`src/rtl/simple_pkg.sv`:
```
// Shared types and constants for the instruction-memory program loader.
// Consumed by imem_loader and loader_word_assembler.
package simple_pkg;

  localparam int         IMEM_ADDR_W = 12;
  localparam int         IMEM_DEPTH  = 1 << IMEM_ADDR_W;
  localparam logic [7:0] SYNC_BYTE   = 8'hA5;

  typedef enum logic [3:0] {
    IDLE,
    LEN_HI,
    LEN_LO,
    DATA_HI,
    DATA_LO,
    CK_HI,
    CK_LO,
    DONE,
    ERR
  } state_t;

endpackage

```
`src/rtl/loader_word_assembler.sv`:
```
// Pairs a high and a low byte into a big-endian 16-bit word; word_valid pulses for
// one cycle, the cycle after the low byte is latched.
module loader_word_assembler (
  input  logic        clock,
  input  logic        reset,
  input  logic [7:0]  byte_in,
  input  logic        latch_hi,
  input  logic        latch_lo,
  output logic [15:0] word,
  output logic        word_valid
);

  logic [7:0]  hi_q, hi_d;
  logic [15:0] word_q, word_d;
  logic        valid_q, valid_d;

  always_comb begin
    hi_d    = hi_q;
    word_d  = word_q;
    valid_d = latch_lo;
    if (latch_hi) hi_d = byte_in;
    if (latch_lo) word_d = {hi_q, byte_in};
  end

  always_ff @(posedge clock or posedge reset) begin
    if (reset) begin
      hi_q    <= '0;
      word_q  <= '0;
      valid_q <= 1'b0;
    end else begin
      hi_q    <= hi_d;
      word_q  <= word_d;
      valid_q <= valid_d;
    end
  end

  assign word       = word_q;
  assign word_valid = valid_q;

endmodule

```
`src/rtl/imem_loader.sv`:
```
// Program loader: receives an A5-framed byte stream and writes big-endian 16-bit words
// into instruction memory while holding the CPU in reset. IMEM_LOADER_CKSUM_EN adds a checksum.
module imem_loader
  import simple_pkg::*;
#(
  parameter int         ADDR_W    = IMEM_ADDR_W,
  parameter int         DEPTH     = IMEM_DEPTH,
  parameter logic [7:0] SYNC_BYTE = simple_pkg::SYNC_BYTE
) (
  input  logic              clock,
  input  logic              reset,
  input  logic [7:0]        in_data,
  input  logic              in_valid,
  output logic              in_ready,
  input  logic              load_req,
  output logic              wr_en,
  output logic [ADDR_W-1:0] wr_addr,
  output logic [15:0]       wr_data,
  output logic              cpu_hold,
  output logic              done,
  output logic              error
);

  state_t            state_q, state_d;
  state_t            after_data;
  logic [15:0]       len_q, len_d;
  logic [15:0]       cnt_q, cnt_d;
  logic [ADDR_W-1:0] wr_addr_q, wr_addr_d;
  logic              cpu_hold_q, cpu_hold_d;
  logic              done_q, done_d;
  logic              error_q, error_d;
  logic              latch_hi, latch_lo;
  logic [15:0]       word;
  logic              word_valid;

`ifdef IMEM_LOADER_CKSUM_EN
  logic [15:0] sum_q, sum_d;
  logic [7:0]  ck_hi_q, ck_hi_d;
  assign after_data = CK_HI;
`else
  assign after_data = DONE;
`endif

  always_comb begin
    // NOTE: every signal gets a default here so no path through the case infers a latch.
    state_d    = state_q;
    len_d      = len_q;
    cnt_d      = cnt_q;
    wr_addr_d  = wr_addr_q;
    cpu_hold_d = cpu_hold_q;
    done_d     = done_q;
    error_d    = error_q;
    latch_hi   = 1'b0;
    latch_lo   = 1'b0;
`ifdef IMEM_LOADER_CKSUM_EN
    ck_hi_d = ck_hi_q;
    sum_d   = word_valid ? sum_q + word : sum_q;
`endif

    if ((state_q == DONE || state_q == ERR) && load_req) begin
      state_d    = IDLE;
      done_d     = 1'b0;
      error_d    = 1'b0;
      cpu_hold_d = 1'b0;
    end else if (in_valid) begin
      unique case (state_q)
        IDLE: begin
          if (in_data == SYNC_BYTE) begin
            state_d    = LEN_HI;
            cpu_hold_d = 1'b1;
            cnt_d      = '0;
`ifdef IMEM_LOADER_CKSUM_EN
            sum_d      = '0;
`endif
          end
        end
        LEN_HI: begin
          len_d   = {in_data, len_q[7:0]};
          state_d = LEN_LO;
        end
        LEN_LO: begin
          len_d = {len_q[15:8], in_data};
          if (len_d == '0)                state_d = after_data;
          else if (len_d > 16'(DEPTH))    state_d = ERR;
          else                            state_d = DATA_HI;
        end
        DATA_HI: begin
          latch_hi = 1'b1;
          state_d  = DATA_LO;
        end
        DATA_LO: begin
          // The write strobe comes out of the assembler one cycle later, with this address.
          latch_lo  = 1'b1;
          wr_addr_d = cnt_q[ADDR_W-1:0];
          cnt_d     = cnt_q + 16'd1;
          state_d   = (cnt_d == len_q) ? after_data : DATA_HI;
        end
`ifdef IMEM_LOADER_CKSUM_EN
        CK_HI: begin
          ck_hi_d = in_data;
          state_d = CK_LO;
        end
        CK_LO: state_d = ({ck_hi_q, in_data} == sum_q) ? DONE : ERR;
`endif
        default: ;  // DONE and ERR swallow bytes
      endcase
    end

    if (state_d == DONE) begin
      done_d     = 1'b1;
      cpu_hold_d = 1'b0;
    end
    if (state_d == ERR) begin
      error_d    = 1'b1;
      cpu_hold_d = 1'b1;
    end
  end

  // NOTE: non-blocking assignments so every flop samples the same pre-edge values.
  always_ff @(posedge clock or posedge reset) begin
    if (reset) begin
      state_q    <= IDLE;
      len_q      <= '0;
      cnt_q      <= '0;
      wr_addr_q  <= '0;
      cpu_hold_q <= 1'b0;
      done_q     <= 1'b0;
      error_q    <= 1'b0;
`ifdef IMEM_LOADER_CKSUM_EN
      sum_q      <= '0;
      ck_hi_q    <= '0;
`endif
    end else begin
      state_q    <= state_d;
      len_q      <= len_d;
      cnt_q      <= cnt_d;
      wr_addr_q  <= wr_addr_d;
      cpu_hold_q <= cpu_hold_d;
      done_q     <= done_d;
      error_q    <= error_d;
`ifdef IMEM_LOADER_CKSUM_EN
      sum_q      <= sum_d;
      ck_hi_q    <= ck_hi_d;
`endif
    end
  end

  loader_word_assembler u_asm (
    .clock      (clock),
    .reset      (reset),
    .byte_in    (in_data),
    .latch_hi   (latch_hi),
    .latch_lo   (latch_lo),
    .word       (word),
    .word_valid (word_valid)
  );

  assign in_ready = 1'b1;
  assign wr_en    = word_valid;
  assign wr_data  = word;
  assign wr_addr  = wr_addr_q;
  assign cpu_hold = cpu_hold_q;
  assign done     = done_q;
  assign error    = error_q;

endmodule

```
`config.mk`:
```
export PLATFORM = sky130hd
export DESIGN_NAME = imem_loader
export DESIGN_NICKNAME = d
export VERILOG_FILES = /design/src/rtl/simple_pkg.sv /design/src/rtl/loader_word_assembler.sv /design/src/rtl/imem_loader.sv
export SDC_FILE = /design/constraint.sdc
export NUM_CORES = 1
export LEC_CHECK = 0
export ABC_AREA = 0
export CORE_MARGIN = 10
export CORE_UTILIZATION = 55
export DETAILED_ROUTE_END_ITERATION = 6
export PLACE_DENSITY = 0.79
export SLEW_MARGIN = 20
export SYNTH_ARGS = -nofsm -noshare
export SYNTH_HDL_FRONTEND = slang
export SYNTH_HIERARCHICAL = 1
export SYNTH_SLANG_ARGS = --single-unit
```
`constraint.sdc`:
```
create_clock -name clock -period 5.9 [get_ports clock]
set_input_delay 0.885 -clock clock [delete_from_list [all_inputs] [get_ports clock]]
set_output_delay 0.885 -clock clock [all_outputs]
set_load 0.01 [all_outputs]
```
==> Word-level counts from Yosys, hierarchy flattened <==
Index checks and enable logic that the tools add are counted.
{ "totals": {"regBits": 76, "inputBits": 12, "word_cells": 67} }
{ "classes": {"addsub": 1, "order_cmp": 1, "n_eq_ne": 11, "n_mux": 25, "bitwise_logic": 3, "reduce_logical": 15} }
{ "ops": {"columns": ["op", "n"], "rows": [
  ["$pmux W16 S2", 2],
  ["$mux W4", 5],
  ["$pmux W4 S5", 1],
  ["$add A16 B1 Y16 const B", 1],
  ["$eq A16 B16 Y1", 1],
  ["$gt A16 B13 Y1 const B", 1],
  ["$logic_not A16 Y1", 1],
  ["$mux W16", 1],
  ["$mux W1", 15],
  ["$eq A4 B3 Y1 const B", 3],
  ["$reduce_and A4 Y1", 3],
  ["$reduce_bool A4 Y1", 3],
  ["$eq A4 B2 Y1 const B", 2],
  ["$eq A4 B4 Y1 const B", 2],
  ["$eq A8 B8 Y1 const B", 1],
  ["$reduce_and A3 Y1", 2],
  ["$reduce_bool A2 Y1", 3],
  ["$eq A4 B1 Y1 const B", 1],
  ["$logic_not A4 Y1", 1],
  ["$mux W3", 1],
  ["$not A1 Y1", 3],
  ["$ne A2 B2 Y1 const B", 1],
  ["$logic_and A1 B1 Y1", 1],
  ["$logic_or A1 B1 Y1", 1]
]} }

==> Depth between registers and ports, before layout <==
{ "logic_depth": {"ltp_word": 9, "mapped_depth": 10, "ltp_nobuf": 9} }

==> By module <==
Netlist, hierarchy kept.
{ "by_module_without_submodules": {"columns": ["mod", "instances", "cells_per_inst", "area_per_inst_um2", "seq_area_each_um2"], "rows": [
  ["imem_loader", 1, 309, 2870.3, 1276.2],
  ["loader_word_assembler", 1, 53, 973.4, 625.6]
]} }

==> Worst setup path before layout <==
Ideal clock, no wire load.
{ "synth_timing": {"path_type": "input-to-reg", "start": "input in_data[1]", "end": "register cpu_hold_q (netlist: cpu_hold)", "arrival_ps": 2278, "t_required_ps": 5779, "slack_ps": 3502, "cell_stages": 7, "n_path_buf": 0, "cell_sequence": "nor4_1 -> nand4_1 -> a21oi_1 -> o221ai_1 -> or3_1 -> nand2_1 -> o21ai_1"} }
{ "synth_between": {"elab_chain_cells": 9, "word_cells_on_any_way": 17, "classes_between": "1 x order compare; 3 x eq/ne; 8 x mux; 5 x reduce/logical"} }
{ "synth_rtl": {"columns": ["item", "line", "rtl"], "rows": [
  ["from (decl)", "imem_loader.sv:12", "input logic [7:0] in_data,"],
  ["$gt A16 B13 Y1", "imem_loader.sv:84", "else if (len_d > 16'(DEPTH)) state_d = ERR;"],
  ["$mux W4", "imem_loader.sv:84", null],
  ["$mux W4", "imem_loader.sv:83", "if (len_d == '0) state_d = after_data;"],
  ["$pmux W4 S5", "imem_loader.sv:66", "unique case (state_q)"],
  ["$mux W4", "imem_loader.sv:65", "end else if (in_valid) begin"],
  ["$mux W4", "imem_loader.sv:60", "if ((state_q == DONE || state_q == ERR) && load_req) begin"],
  ["$eq A4 B3 Y1 / $eq A4 B4 Y1 (equally long branches)", "imem_loader.sv:109, imem_loader.sv:113", null],
  ["$reduce_bool A4 Y1 (no line) / $mux W1 (equally long branches)", null, null],
  ["$reduce_and A3 Y1 (no line) / $mux W1 (equally long branches)", null, null],
  ["to (signal assigned)", "imem_loader.sv:138", "cpu_hold_q <= cpu_hold_d;"],
  ["to (decl)", "imem_loader.sv:29", "logic cpu_hold_q, cpu_hold_d;"]
]} }
Parallel ways exist; a longest one is shown, timed or not.
A chain may end at the register's enable or synchronous reset.

==> Worst setup path after layout <==
{ "layout_timing": {"start": "input in_valid", "end": "register cpu_hold_q (netlist: cpu_hold)"} }
{ "layout_between": {"elab_chain_cells": 5, "word_cells_on_any_way": 10, "classes_between": "2 x eq/ne; 4 x mux; 4 x reduce/logical"} }
{ "layout_rtl": {"columns": ["item", "line", "rtl"], "rows": [
  ["from (decl)", "imem_loader.sv:13", "input logic in_valid,"],
  ["$mux W4", "imem_loader.sv:65", null],
  ["$mux W4", "imem_loader.sv:60", null],
  ["$eq A4 B3 Y1 / $eq A4 B4 Y1 (equally long branches)", "imem_loader.sv:109, imem_loader.sv:113", null],
  ["$reduce_bool A4 Y1 (no line) / $mux W1 (equally long branches)", null, null],
  ["$reduce_and A3 Y1 (no line) / $mux W1 (equally long branches)", null, null]
]} }
Parallel ways exist; a longest one is shown, timed or not.

==> run_results.csv <==
group,metric,value,unit
drt,drtPass1Iterations,5,
global_routing,grt_pass1_wl,14.48,mm
worst_setup_path,crit_path_end_kind,"flop",
cells_and_area,drive_gt1_frac,0.1667,
sta,clock_skew,0.01274,ns
synth,synth_ff_type,"dfrtp_1",
global_routing,grt_max_degree,52,
cells_and_area,antenna_cells,0,
drt,wl,8.640,mm
cells_and_area,mostFrequentLayoutCells,"dfrtp_1, clkdlybuf4s50_1, nand2_1",
sta,setup_ws,2.810,ns
global_routing,grt_usage,0.1609,
status,status,"finished, final reports clean",
synth,ys_seq_area_frac,0.4948,
floorplanning,row_count,30,
place,place_congestion,0.9235,
clocking,cts_hold_repair.buffers,0,
worst_setup_path,critPathMaxFanout,18,
synth,async_flop_share,1.000,
clocking,path_clk_slew,0.08,ns
drt,wl_per_cell,17.35,um
floorplanning,die_w,103.6,um
place,post-place-ws,2.491,ns
cells_and_area,areaGrowthSynthToFinish,17.48,%
worst_setup_path,r2r_slack,3.07,ns
sta,worst_pin_slew,0.9296,ns
drt,vias,2880,
place,placed_area,4290,um2
worst_setup_path,criticalPathCategory,"in2reg",
floorplanning,die_y,103.6,um
drt,detail-route-antenna-nets,0,
sta,finalMaxSlewViolations,0,
floorplanning,io_pins,45,
worst_setup_path,worstPathArrival,3.33,ns
sta,relSlewSlack,0.3796,
clocking,cts_htree_levels,3,
synth,synth_area,3844,um2
global_routing,grt-ovfl-total,0,
worst_setup_path,cp-start-kind,"input pin",
pwr,power_leakage,2.013,nW
clocking,clockBufferDepth,2,
sta,final.setup.tns,0,ns
drt,drc_errors,0,
sta,final-hold-violation-count,0,
place,hpwl,6.012,mm
cells_and_area,layout_commonest_cell,"dfrtp_1",
sta,min_period_over_period,0.5238,
cells_and_area,final_util,0.6646,
sta,finalSetupViolCount,0,
clocking,cts.repair.resized,0,
clocking,clk_latency,0.35,ns
global_routing,antenna_found_initial,0,
clocking,clock-sinks,76,
synth,synthCells,362,
floorplanning,core-area,6794,um2
run,maxCapViolations,0,
global_routing,grt_pass1_vias,2880,
synth,ys_warn_count,6,
sta,whs,0.4808,ns
synth,synth.distinct_cells,58,
pwr,ir_drop,0.2740,mV
clocking,cts_made_buffers,9,
sta,rsz0062_at_grt,"no",
cells_and_area,final_cell_area,4516,um2
synth,synth-edff-count,0,
clocking,post-cts-setup-buffers,0,
synth,syn_nets,375,
worst_setup_path,cp_data_required_time,6.14,ns
floorplanning,start_util,0.5657,
place,io_buffers,43,
pwr,power.density,437.9,nW/um2
cells_and_area,nNetsFinal,410,
synth,syn_avg_cell_area,10.62,um2
floorplanning,dieArea,10730,um2
sta,timing.final.crit_period,3.090,ns
sta,max_freq,323.6,MHz
synth,ys_seq_elements,76,
clocking,cts_tree,"yes",
drt,vias_per_cell,5.783,
hold_path,hp-class,"reg2reg",
drt,drt-initial-drc-count,157,
clocking,clockRootBuffer,"clkbuf_8",
cells_and_area,nFillCells,510,
[metal layers]
| layer | GRT usage | up-vias | routed length, um |
|---|---|---|---|
| li1 | - | 1367 | - |
| met1 | 0.1993 | 1414 | 3806 |
| met2 | 0.2518 | 86 | 4187 |
| met3 | 0.04523 | 13 | 523 |
| met4 | 0.07762 | 0 | 124 |
| met5 | 0 | - | 0 |
[worst max-delay path: stages]
cell and delay (ns):
clkdlybuf4s50_1 0.61, nor3b_1 0.43, nand3b_1 0.50, nand3_1 0.24, o221ai_1 0.16, or3_1 0.38
nand2_1 0.06, o21ai_1 0.05
[final cells by class]
type / instances / area [um2] / share of cell area
flip-flops and latches: 76 / 1902 / 0.4212
clock inverters: 7 / 100.1 / 0.02217
repair buffers: 45 / 445.4 / 0.09864
inverters: 11 / 42.54 / 0.009421
well taps: 96 / 120.1 / 0.02660
multi-input cells: 254 / 1782 / 0.3946
clock buffers: 9 / 123.9 / 0.02743
[path summary, 6_finish.rpt]
kind	start	end	depth (start not counted)
worst max-delay path	in_valid	cpu_hold	8
worst min-delay path	wr_addr[10]	wr_addr[10]	2
worst max register to register	state_q[0]	u_asm/word[2]	6
worst min register to register	wr_addr[10]	wr_addr[10]	2
max in group asynchronous	reset	u_asm/word[15]	2
min in group asynchronous	reset	len_q[4]	2
[registers in the layout (all words and copies together) (netlist names)]
register,flops
done,1
error,1
wr_addr,12
u_asm/word_valid,1
cnt_q,16
state_q,4
u_asm/word,16
u_asm/hi_q,8
len_q,16
cpu_hold,1
[power breakdown]
group	switching, W	internal (W)	total [W]
Combinational	0.000306	0.000372	0.000679
Sequential	0.000164	0.000688	0.000852
Clock	0.000206	0.000241	0.000447
Total	0.000676	0.00130	0.00198
[logic make-up (layout without fill, tap and decap cells)]
family,Yosys count,count (layout),synth area share
AO/OA/AOI/OAI,72,72,0.1146
other,1,1,0.0009756
flip-flops,76,76,0.4948
buffers and inverters,32,72,0.04167
XOR/XNOR,19,19,0.04329
multiplexers,43,43,0.1354
adder cells (fa/ha/maj),1,1,0.003255
AND/OR/NAND/NOR,118,118,0.1660
[synth_stat cells (2+ instances only)]
| master | instances | area [um2] |
|---|---|---|
| dfrtp_1 | 76 | 1902 |
| nand2_1 | 39 | 146.4 |
| o21ai_0 | 37 | 185.2 |
| mux2_2 | 32 | 360.4 |
| nor2_1 | 18 | 67.56 |
| inv_1 | 11 | 41.29 |
| nand3_1 | 11 | 55.05 |
| mux2_4 | 10 | 150.1 |
| xnor2_1 | 10 | 87.58 |
| xor2_1 | 9 | 78.83 |
| buf_2 | 8 | 40.04 |
| clkbuf_1 | 8 | 30.03 |
| a21oi_1 | 7 | 35.03 |
| and3_1 | 6 | 37.54 |
| nand2b_1 | 6 | 37.54 |
| nand4_1 | 6 | 37.54 |
| nor4_1 | 5 | 31.28 |
| or3_1 | 4 | 25.02 |
| a31oi_1 | 3 | 18.77 |
| nor4b_1 | 3 | 26.28 |
| o21ai_1 | 3 | 15.01 |
| o31ai_1 | 3 | 22.52 |
| a2111oi_0 | 2 | 17.52 |
| a22o_1 | 2 | 17.52 |
| and2_1 | 2 | 12.51 |
| clkbuf_2 | 2 | 10.01 |
| nand3b_1 | 2 | 15.01 |
| nor3_1 | 2 | 10.01 |
| nor3b_1 | 2 | 15.01 |
| o211ai_1 | 2 | 15.01 |
| o221ai_1 | 2 | 17.52 |
| o32ai_1 | 2 | 17.52 |
| or4_1 | 2 | 15.01 |
[stage by stage]
step / total power [W] / instances
after floorplan: 0.001274 / 362
after detailed placement: 0.001539 / 482
after global placement: 0.001513 / 482
final: 0.001977 / 498
after CTS: 0.001988 / 498
after global routing: 0.002103 / 498
(Power assumes the default switching activity.)
